## src/rtl/mips_pkg.sv

```systemverilog
// Shared MIPS decode definitions: opcode/funct constants and immediate-extension kinds.
package mips_pkg;

    localparam logic [5:0] OP_RTYPE = 6'h00;
    localparam logic [5:0] OP_J     = 6'h02;
    localparam logic [5:0] OP_JAL   = 6'h03;
    localparam logic [5:0] OP_BEQ   = 6'h04;
    localparam logic [5:0] OP_BNE   = 6'h05;
    localparam logic [5:0] OP_ANDI  = 6'h0C;
    localparam logic [5:0] OP_ORI   = 6'h0D;
    localparam logic [5:0] OP_XORI  = 6'h0E;
    localparam logic [5:0] OP_LUI   = 6'h0F;
    localparam logic [5:0] OP_SW    = 6'h2B;

    localparam logic [5:0] FN_JR    = 6'h08;

    typedef enum logic [1:0] {
        SIGN  = 2'd0,
        ZERO  = 2'd1,
        UPPER = 2'd2
    } imm_kind;

    function automatic imm_kind imm_kind_of(input logic [5:0] opcode);
        imm_kind kind;
        case (opcode)
            OP_ANDI, OP_ORI, OP_XORI: kind = ZERO;
            OP_LUI:                   kind = UPPER;
            default:                  kind = SIGN;
        endcase
        return kind;
    endfunction

endpackage

```

## src/rtl/regfile_2r1w.sv

```systemverilog
// Two-read, one-write register file with a hardwired zero register and
// write-to-read bypass so a same-cycle write-back is seen by the readers.
module regfile_2r1w #(
    parameter  int DATA_W = 32,
    parameter  int NREG   = 32,
    localparam int ADDR_W = $clog2(NREG)
) (
    input  logic              clk_i,
    input  logic              rst_i,
    input  logic              we_i,
    input  logic [ADDR_W-1:0] waddr_i,
    input  logic [DATA_W-1:0] wdata_i,
    input  logic [ADDR_W-1:0] raddr_a_i,
    input  logic [ADDR_W-1:0] raddr_b_i,
    output logic [DATA_W-1:0] rdata_a_o,
    output logic [DATA_W-1:0] rdata_b_o
);

    logic [DATA_W-1:0] mem_q [NREG];

    // Array write; register 0 is never stored so it stays zero.
    always_ff @(posedge clk_i or posedge rst_i) begin
        if (rst_i) begin
            for (int i = 0; i < NREG; i++) begin
                mem_q[i] <= '0;
            end
        end else if (we_i && (waddr_i != '0)) begin
            mem_q[waddr_i] <= wdata_i;
        end
    end

    // Read port A with zero register and bypass.
    always_comb begin
        rdata_a_o = '0;
        if (raddr_a_i == '0) begin
            rdata_a_o = '0;
        end else if (we_i && (waddr_i == raddr_a_i)) begin
            rdata_a_o = wdata_i;
        end else begin
            rdata_a_o = mem_q[raddr_a_i];
        end
    end

    // Read port B with zero register and bypass.
    always_comb begin
        rdata_b_o = '0;
        if (raddr_b_i == '0) begin
            rdata_b_o = '0;
        end else if (we_i && (waddr_i == raddr_b_i)) begin
            rdata_b_o = wdata_i;
        end else begin
            rdata_b_o = mem_q[raddr_b_i];
        end
    end

endmodule

```

## src/rtl/decode_regfile_pipe.sv

```systemverilog
// MIPS decode stage: field split, register read with bypass, immediate extension,
// destination select and an ID/EX register with valid/ready handshake and flush.
module decode_regfile_pipe
    import mips_pkg::*;
#(
    parameter  int DATA_W   = 32,
    parameter  int NREG     = 32,
    parameter  int LINK_REG = 31,
    localparam int ADDR_W   = $clog2(NREG)
) (
    input  logic              clock,
    input  logic              reset,
    input  logic              in_valid,
    output logic              in_ready,
    input  logic [31:0]       instruction,
    input  logic [DATA_W-1:0] pc_plus4,
    input  logic              wb_en,
    input  logic [ADDR_W-1:0] wb_addr,
    input  logic [DATA_W-1:0] wb_data,
    input  logic              flush,
    output logic              out_valid,
    input  logic              out_ready,
    output logic [DATA_W-1:0] out_rs_data,
    output logic [DATA_W-1:0] out_rt_data,
    output logic [DATA_W-1:0] out_imm,
    output logic [ADDR_W-1:0] out_dest,
    output logic [5:0]        out_opcode,
    output logic [5:0]        out_funct,
    output logic [DATA_W-1:0] out_pc_plus4
);

    logic [5:0]        opcode_s;
    logic [5:0]        funct_s;
    logic [15:0]       imm16_s;
    logic signed [31:0] upper_s;
    logic [ADDR_W-1:0] rs_idx_s, rt_idx_s, rd_idx_s;
    logic [DATA_W-1:0] rs_rd_s, rt_rd_s;
    logic [DATA_W-1:0] imm_ext_s;
    logic [ADDR_W-1:0] dest_s;
    logic              accept_s;

    logic              valid_q, valid_d;
    logic [DATA_W-1:0] rs_data_q, rs_data_d;
    logic [DATA_W-1:0] rt_data_q, rt_data_d;
    logic [DATA_W-1:0] imm_q, imm_d;
    logic [ADDR_W-1:0] dest_q, dest_d;
    logic [5:0]        opcode_q, opcode_d;
    logic [5:0]        funct_q, funct_d;
    logic [DATA_W-1:0] pc_q, pc_d;
    logic [ADDR_W-1:0] rs_idx_q, rs_idx_d;
    logic [ADDR_W-1:0] rt_idx_q, rt_idx_d;

    regfile_2r1w #(
        .DATA_W (DATA_W),
        .NREG   (NREG)
    ) u_regfile (
        .clk_i     (clock),
        .rst_i     (reset),
        .we_i      (wb_en),
        .waddr_i   (wb_addr),
        .wdata_i   (wb_data),
        .raddr_a_i (rs_idx_s),
        .raddr_b_i (rt_idx_s),
        .rdata_a_o (rs_rd_s),
        .rdata_b_o (rt_rd_s)
    );

    // Field split, immediate extension and destination select.
    always_comb begin
        opcode_s = instruction[31:26];
        funct_s  = instruction[5:0];
        imm16_s  = instruction[15:0];
        upper_s  = {instruction[15:0], 16'h0000};
        rs_idx_s = ADDR_W'(instruction[25:21]);
        rt_idx_s = ADDR_W'(instruction[20:16]);
        rd_idx_s = ADDR_W'(instruction[15:11]);

        // Casting a signed value to DATA_W sign-extends; LUI uses bit 31 as sign.
        case (imm_kind_of(opcode_s))
            ZERO:    imm_ext_s = DATA_W'(imm16_s);
            UPPER:   imm_ext_s = DATA_W'(upper_s);
            default: imm_ext_s = DATA_W'($signed(imm16_s));
        endcase

        case (opcode_s)
            OP_RTYPE: begin
                if (funct_s == FN_JR) begin
                    dest_s = '0;
                end else begin
                    dest_s = rd_idx_s;
                end
            end
            OP_JAL:                    dest_s = ADDR_W'(LINK_REG);
            OP_J, OP_BEQ, OP_BNE, OP_SW: dest_s = '0;
            default:                   dest_s = rt_idx_s;
        endcase
    end

    assign in_ready = !valid_q || out_ready;
    assign accept_s = in_valid && in_ready && !flush;

    // ID/EX next state: flush beats accept, accept beats drain/stall.
    always_comb begin
        valid_d   = valid_q;
        rs_data_d = rs_data_q;
        rt_data_d = rt_data_q;
        imm_d     = imm_q;
        dest_d    = dest_q;
        opcode_d  = opcode_q;
        funct_d   = funct_q;
        pc_d      = pc_q;
        rs_idx_d  = rs_idx_q;
        rt_idx_d  = rt_idx_q;

        if (flush) begin
            valid_d = 1'b0;
        end else if (accept_s) begin
            valid_d   = 1'b1;
            rs_data_d = rs_rd_s;
            rt_data_d = rt_rd_s;
            imm_d     = imm_ext_s;
            dest_d    = dest_s;
            opcode_d  = opcode_s;
            funct_d   = funct_s;
            pc_d      = pc_plus4;
            rs_idx_d  = rs_idx_s;
            rt_idx_d  = rt_idx_s;
        end else if (valid_q && out_ready) begin
            valid_d = 1'b0;
        end else if (valid_q) begin
            // Stalled: keep held operands current with late write-backs.
            if (wb_en && (wb_addr != '0) && (wb_addr == rs_idx_q)) begin
                rs_data_d = wb_data;
            end else begin
                rs_data_d = rs_data_q;
            end
            if (wb_en && (wb_addr != '0) && (wb_addr == rt_idx_q)) begin
                rt_data_d = wb_data;
            end else begin
                rt_data_d = rt_data_q;
            end
        end else begin
            valid_d = 1'b0;
        end
    end

    // ID/EX register.
    always_ff @(posedge clock or posedge reset) begin
        if (reset) begin
            valid_q   <= 1'b0;
            rs_data_q <= '0;
            rt_data_q <= '0;
            imm_q     <= '0;
            dest_q    <= '0;
            opcode_q  <= 6'h00;
            funct_q   <= 6'h00;
            pc_q      <= '0;
            rs_idx_q  <= '0;
            rt_idx_q  <= '0;
        end else begin
            valid_q   <= valid_d;
            rs_data_q <= rs_data_d;
            rt_data_q <= rt_data_d;
            imm_q     <= imm_d;
            dest_q    <= dest_d;
            opcode_q  <= opcode_d;
            funct_q   <= funct_d;
            pc_q      <= pc_d;
            rs_idx_q  <= rs_idx_d;
            rt_idx_q  <= rt_idx_d;
        end
    end

    assign out_valid    = valid_q;
    assign out_rs_data  = rs_data_q;
    assign out_rt_data  = rt_data_q;
    assign out_imm      = imm_q;
    assign out_dest     = dest_q;
    assign out_opcode   = opcode_q;
    assign out_funct    = funct_q;
    assign out_pc_plus4 = pc_q;

endmodule

```

## config.mk

```make
export PLATFORM = sky130hd
export DESIGN_NAME = decode_regfile_pipe
export DESIGN_NICKNAME = d
export VERILOG_FILES = /design/src/rtl/mips_pkg.sv /design/src/rtl/regfile_2r1w.sv /design/src/rtl/decode_regfile_pipe.sv
export SDC_FILE = /design/constraint.sdc
export NUM_CORES = 2
export LEC_CHECK = 0
export CAP_MARGIN = 5
export CORE_ASPECT_RATIO = 2
export CORE_MARGIN = 4
export CORE_UTILIZATION = 40
export CTS_BUF_LIST = sky130_fd_sc_hd__clkbuf_2
export DETAILED_ROUTE_END_ITERATION = 8
export PLACE_DENSITY = 0.61
export SETUP_SLACK_MARGIN = 0.2
export SLEW_MARGIN = 10
export SYNTH_ARGS = -nofsm -noshare
export SYNTH_HDL_FRONTEND = slang
export SYNTH_SLANG_ARGS = --single-unit
```

## constraint.sdc

```tcl
create_clock -name clock -period 78.2 [get_ports clock]
set_input_delay 15.64 -clock clock [delete_from_list [all_inputs] [get_ports clock]]
set_output_delay 15.64 -clock clock [all_outputs]
set_load 0.02 [all_outputs]
```

=== Word level (Yosys, flattened, before mapping) ===
Cells that the tools add are included.

* Output and inout port bits: 147
* Register bits: 1,180

* Equality and inequality tests: 17
* Bitwise operators: 4
* Order comparisons: 4
* Mux-type cells: 29
* Reductions and logical operators: 24

{| class="wikitable"
|+ Operator list
! cell !! number
|-
| 1024-bit bitwise mux || 1
|-
| 32-bit 2-to-1 mux || 17
|-
| 32-bit binary-select mux with 5-bit select || 2
|-
| 32-bit demux with 5-bit select || 1
|-
| 32-bit case mux with 2 select lines || 1
|-
| 6-bit by 4-bit == test with 1-bit output (second input constant) || 5
|-
| 5-bit == test || 4
|-
| 6-bit greater-or-equal comparator (second input constant) || 3
|-
| 5-bit inverter with 6-bit output || 3
|-
| 5-bit case mux with 3 select lines || 1
|-
| 6-bit by 2-bit == test with 1-bit output (second input constant) || 2
|-
| 6-bit by 3-bit == test with 1-bit output (second input constant) || 2
|-
| 5-bit logical NOT || 2
|-
| 1-bit logical AND || 9
|-
| 4-bit AND reduction || 2
|-
| 6-bit == test (second input constant) || 1
|-
| 6-bit logical NOT || 1
|-
| 6-bit by 1-bit less-than comparator with 1-bit output (second input constant) || 1
|-
| 2-bit nonzero test || 3
|-
| 5-bit 2-to-1 mux || 1
|-
| 5-bit nonzero test || 1
|-
| 1-bit 2-to-1 mux || 4
|-
| 2-bit case mux with 2 select lines || 1
|-
| 4-bit OR reduction || 1
|-
| 8 further kinds || 9
|}

=== Longest topological paths before layout ===
* Depth in word-level cells: 7
* Mapped depth: 9

=== Hierarchy ===
Synthesis repeated with hierarchy kept, for this count alone.

* Cells, all modules: 4,703
* Area, all modules: 62,827.8 µm²

{| class="wikitable"
|+ Modules (own cells, without submodules)
! module !! cells each !! area an instance (µm²) !! times used
|-
| regfile_2r1w || 3,859 || 55,253.0 || 1
|-
| decode_regfile_pipe || 844 || 7,574.8 || 1
|}

=== Worst setup path after synthesis ===
Ideal clock, no wire load.

* Path type: input to output
* Start point: in out_ready
* End point: out in_ready
* Data required time: 62.560 ns
* Setup slack: 46.636 ns
* Data arrival time: 15.924 ns
* Path buffers: 0
* Stages on the path: 2
* Cells stage by stage: nor2b_1 > inv_2

* Word-level cells in the longest chain between the ends: 1

{| class="wikitable"
|+ RTL lines
! item !! line !! source
|-
| start, declared || decode_regfile_pipe.sv:22 || <nowiki>input logic out_ready,</nowiki>
|-
| 1-bit logical OR || decode_regfile_pipe.sv:99 || <nowiki>assign in_ready = !valid_q || out_ready;</nowiki>
|-
| end, declared || decode_regfile_pipe.sv:14 || <nowiki>output logic in_ready,</nowiki>
|}

Every way passes these cells.

=== Final worst setup path ===
Same ends and word-level chain as after synthesis.

==> results.toml <==
[worst_setup_path]
path_class = "in -> out"
crit_slowest_cell = "clkdlybuf4s50_1"
crit_fanout = 3
reg2reg_from = "out_valid"
cp_common_cell = "clkdlybuf4s50_1"
path_cells = "clkdlybuf4s50_1 > nor2b_1 > inv_2 > clkdlybuf4s50_1"
worstSetupEndpointType = "output port"
crit_start = "out_ready"
critPathTopFamily = "buffers and inverters"
r2r_slack_ns = 74.56
crit_buf_inv = 3
arrival_ns = 16.93
worst_setup_path_start_kind = "input pin"
max_stage_delay_ns = 0.54
worstPathRequired_ns = 62.56

[synthesis]
yosysTopAreaCell = "dfrtp_1"
yosysUniqueCellTypes = 54
syn-num-nets = 4498
synth.avg_cell_area_um2 = 13.8
yosys-top-cells-area = "dfrtp_1 49%, mux2_2 18%, mux4_2 14%, mux2i_1 4.2%, nand2_1 2.1%"
synth_area_mm2 = 0.0605
yosys_warnings = 0
yosys_most_used_dff = "dfrtp_1"
ys_async_sr_fraction_pct = 100
syn-instance-count = 4389
ys_seq_elements = 1180
ys_seq_area_share_pct = 48.8
synth_top_area_share_pct = 48.8
synth_edf_count = 0

[hold_path]
hp-start = "u_regfile.mem_q[1007]"
worstHoldPathType = "reg -> reg"

[timing]
fin_ws_ns = 45.63
hold_violations = 0
max_freq_mhz = 30.7
rsz0062_at_grt = "no"
tns_ns = 0
period_minus_slack_ns = 32.57
tightest_slew_ns = 1.29
finalSetupViolations = 0
worst_clock_skew_ns = 0.128
max-slew-margin-rel_pct = 14.0
post-route-period-util_pct = 41.7
drv_slew = 0

[clock_network]
cts.clk_slew.worst_paths_ns = 0.09
clock_path_buffers = 4
root_buffer = "clkbuf_2"
cts_made_buffers = 282
cts_setup_buffers = 0
hold_buffers = 0
htreeDepth = 5
cts_tree = "yes"
cts_resized = 0
insertion_delay_ns = 1.47
clkSinkCount = 1180

[floorplan]
dieHeight_um = 558
ios = 254
initial_core_util_pct = 40.3
core_area_mm2 = 0.150
die_area_mm2 = 0.158
rows = 201
die_w_um = 283

[routing]
vias = 42463
drtIter0Drc = 3597
drc_errors = 0
antenna_left = 0
routed_via_density = 6.37
routed_wl_um = 213000
drt_first_pass_iters = 6
routedWlPerCell_um = 31.9

[grt]
grt_overflow = 0
antenna_found_initial = 8
grt_pass1_wl_um = 307000
grt_usage_pct = 26.4
first_global_vias = 44710
grt_max_degree = 178

[layout]
layout_common_cells = "1180 x dfrtp_1, 991 x mux2_2, 400 x clkbuf_2, 386 x mux4_2, 321 x nand2_1"
drive_gt1_share_pct = 41.6
area_growth_pct = 10.6
final_area_mm2 = 0.0669
final_common_cell = "dfrtp_1"
layout.nets = 4646
fin_util_pct = 44.5

[placed_design]
placed_area_mm2 = 0.0646
place_ws_ns = 45.61
routabilityCongestion = 0.804
io_buffers = 253
hpwl_um = 116000

[status]
status = "completed"

[pwr]
power_density_mw_per_mm2 = 23.3
power_w = 0.00156
p_leak_nw = 29.5
peakVddDrop_mv = 0.0124

[run]
drv_cap = 0
## per-stage QoR
| stage | hold slack [ns] | cells |
|---|---|---|
| 4_1_cts | 0.408 | 6653 |
| 5_1_grt | 0.422 | 6660 |
| 6_report | 0.401 | 6662 |
| 3_3_place_gp | 0.376 | 6181 |
| 2_1_floorplan | 0.441 | 4389 |
| 3_5_place_dp | 0.384 | 6181 |
## synthesized netlist by cell type (2+ instances only)
cell,count
inv_2,2
o21ai_0,49
a32oi_1,64
buf_1,79
and3_1,2
o221ai_1,65
a31oi_1,7
nor4_1,3
mux2i_1,252
nor3b_1,6
clkbuf_1,313
xnor2_1,8
a22o_1,63
o22ai_1,63
nor2_1,27
xor2_1,12
buf_4,4
nor4b_1,4
ha_1,2
nor2b_1,6
mux2_1,2
a21oi_1,84
o211ai_1,32
mux4_2,386
nand2_1,337
nand3b_1,8
and2_1,4
mux2_2,991
or2_2,2
inv_1,4
nand4b_1,2
dfrtp_1,1180
nand4_1,2
nor3_1,2
a211oi_1,63
buf_2,94
a22oi_1,126
nand3_1,23
## power breakdown
part	leakage, nW	internal [W]	switching, W	total (W)
registers	15.1	0.000721	0.0000807	0.000802
clock network	1.83	0.000139	0.000260	0.000399
logic	12.6	0.000199	0.000161	0.000359
total	29.5	0.00106	0.000501	0.00156
## state kept, by name, indices dropped and copies added, names as in the netlist
signal,cells
rs_idx_q,5
rt_idx_q,5
u_regfile.mem_q,1024
out_rt_data,32
out_valid,1
out_pc_plus4,32
out_rs_data,32
out_opcode,6
out_funct,6
out_dest,5
out_imm,32
## cell type report
class	instances	area, µm²
sequential	1180	29500
fill	13727	83300
inverter	6	30.0
tap	1928	2410
antenna	9	22.5
multi-input combinational	2713	29300
timing repair buffer	354	3320
clock inverter	72	305
clock buffer	400	2000
## cells by family after synthesis
logic type,synth area share [%]
buffers and inverters,3.30
flip-flops,48.8
XOR/XNOR,0.290
AND/OR/NAND/NOR,3.04
adder cells (fa/ha/maj),0.0414
AO/OA/AOI/OAI,7.48
multiplexers,37.0
## per-layer routing
| layer | GRT usage, % | share of wire, % |
|---|---|---|
| met1 | 31.3 | 37 |
| met2 | 45.1 | 49 |
| met3 | 5.10 | 7.9 |
| met4 | 14.7 | 6.1 |
| met5 | 0 | 0.0094 |
## worst reg2reg max path: stages, from the launching register on
cell and delay [ns]:
dfrtp_1 0.40, nor2b_1 0.29, inv_2 0.10, a2111o_1 0.53, o41a_2 0.52, buf_4 0.33, a21oi_4 0.59, buf_4 0.47
a32oi_1 0.20
## final timing paths
kind | to | cells after the start
worst min register to register | u_regfile.mem_q[1007] | 0
worst max-delay path | in_ready | 4
worst min-delay path | u_regfile.mem_q[1007] | 0
max in group asynchronous | u_regfile.mem_q[251] | 5
worst max register to register | out_rt_data[28] | 8
min in group asynchronous | u_regfile.mem_q[971] | 2
Note: power is estimated with default switching activity, not from simulation.
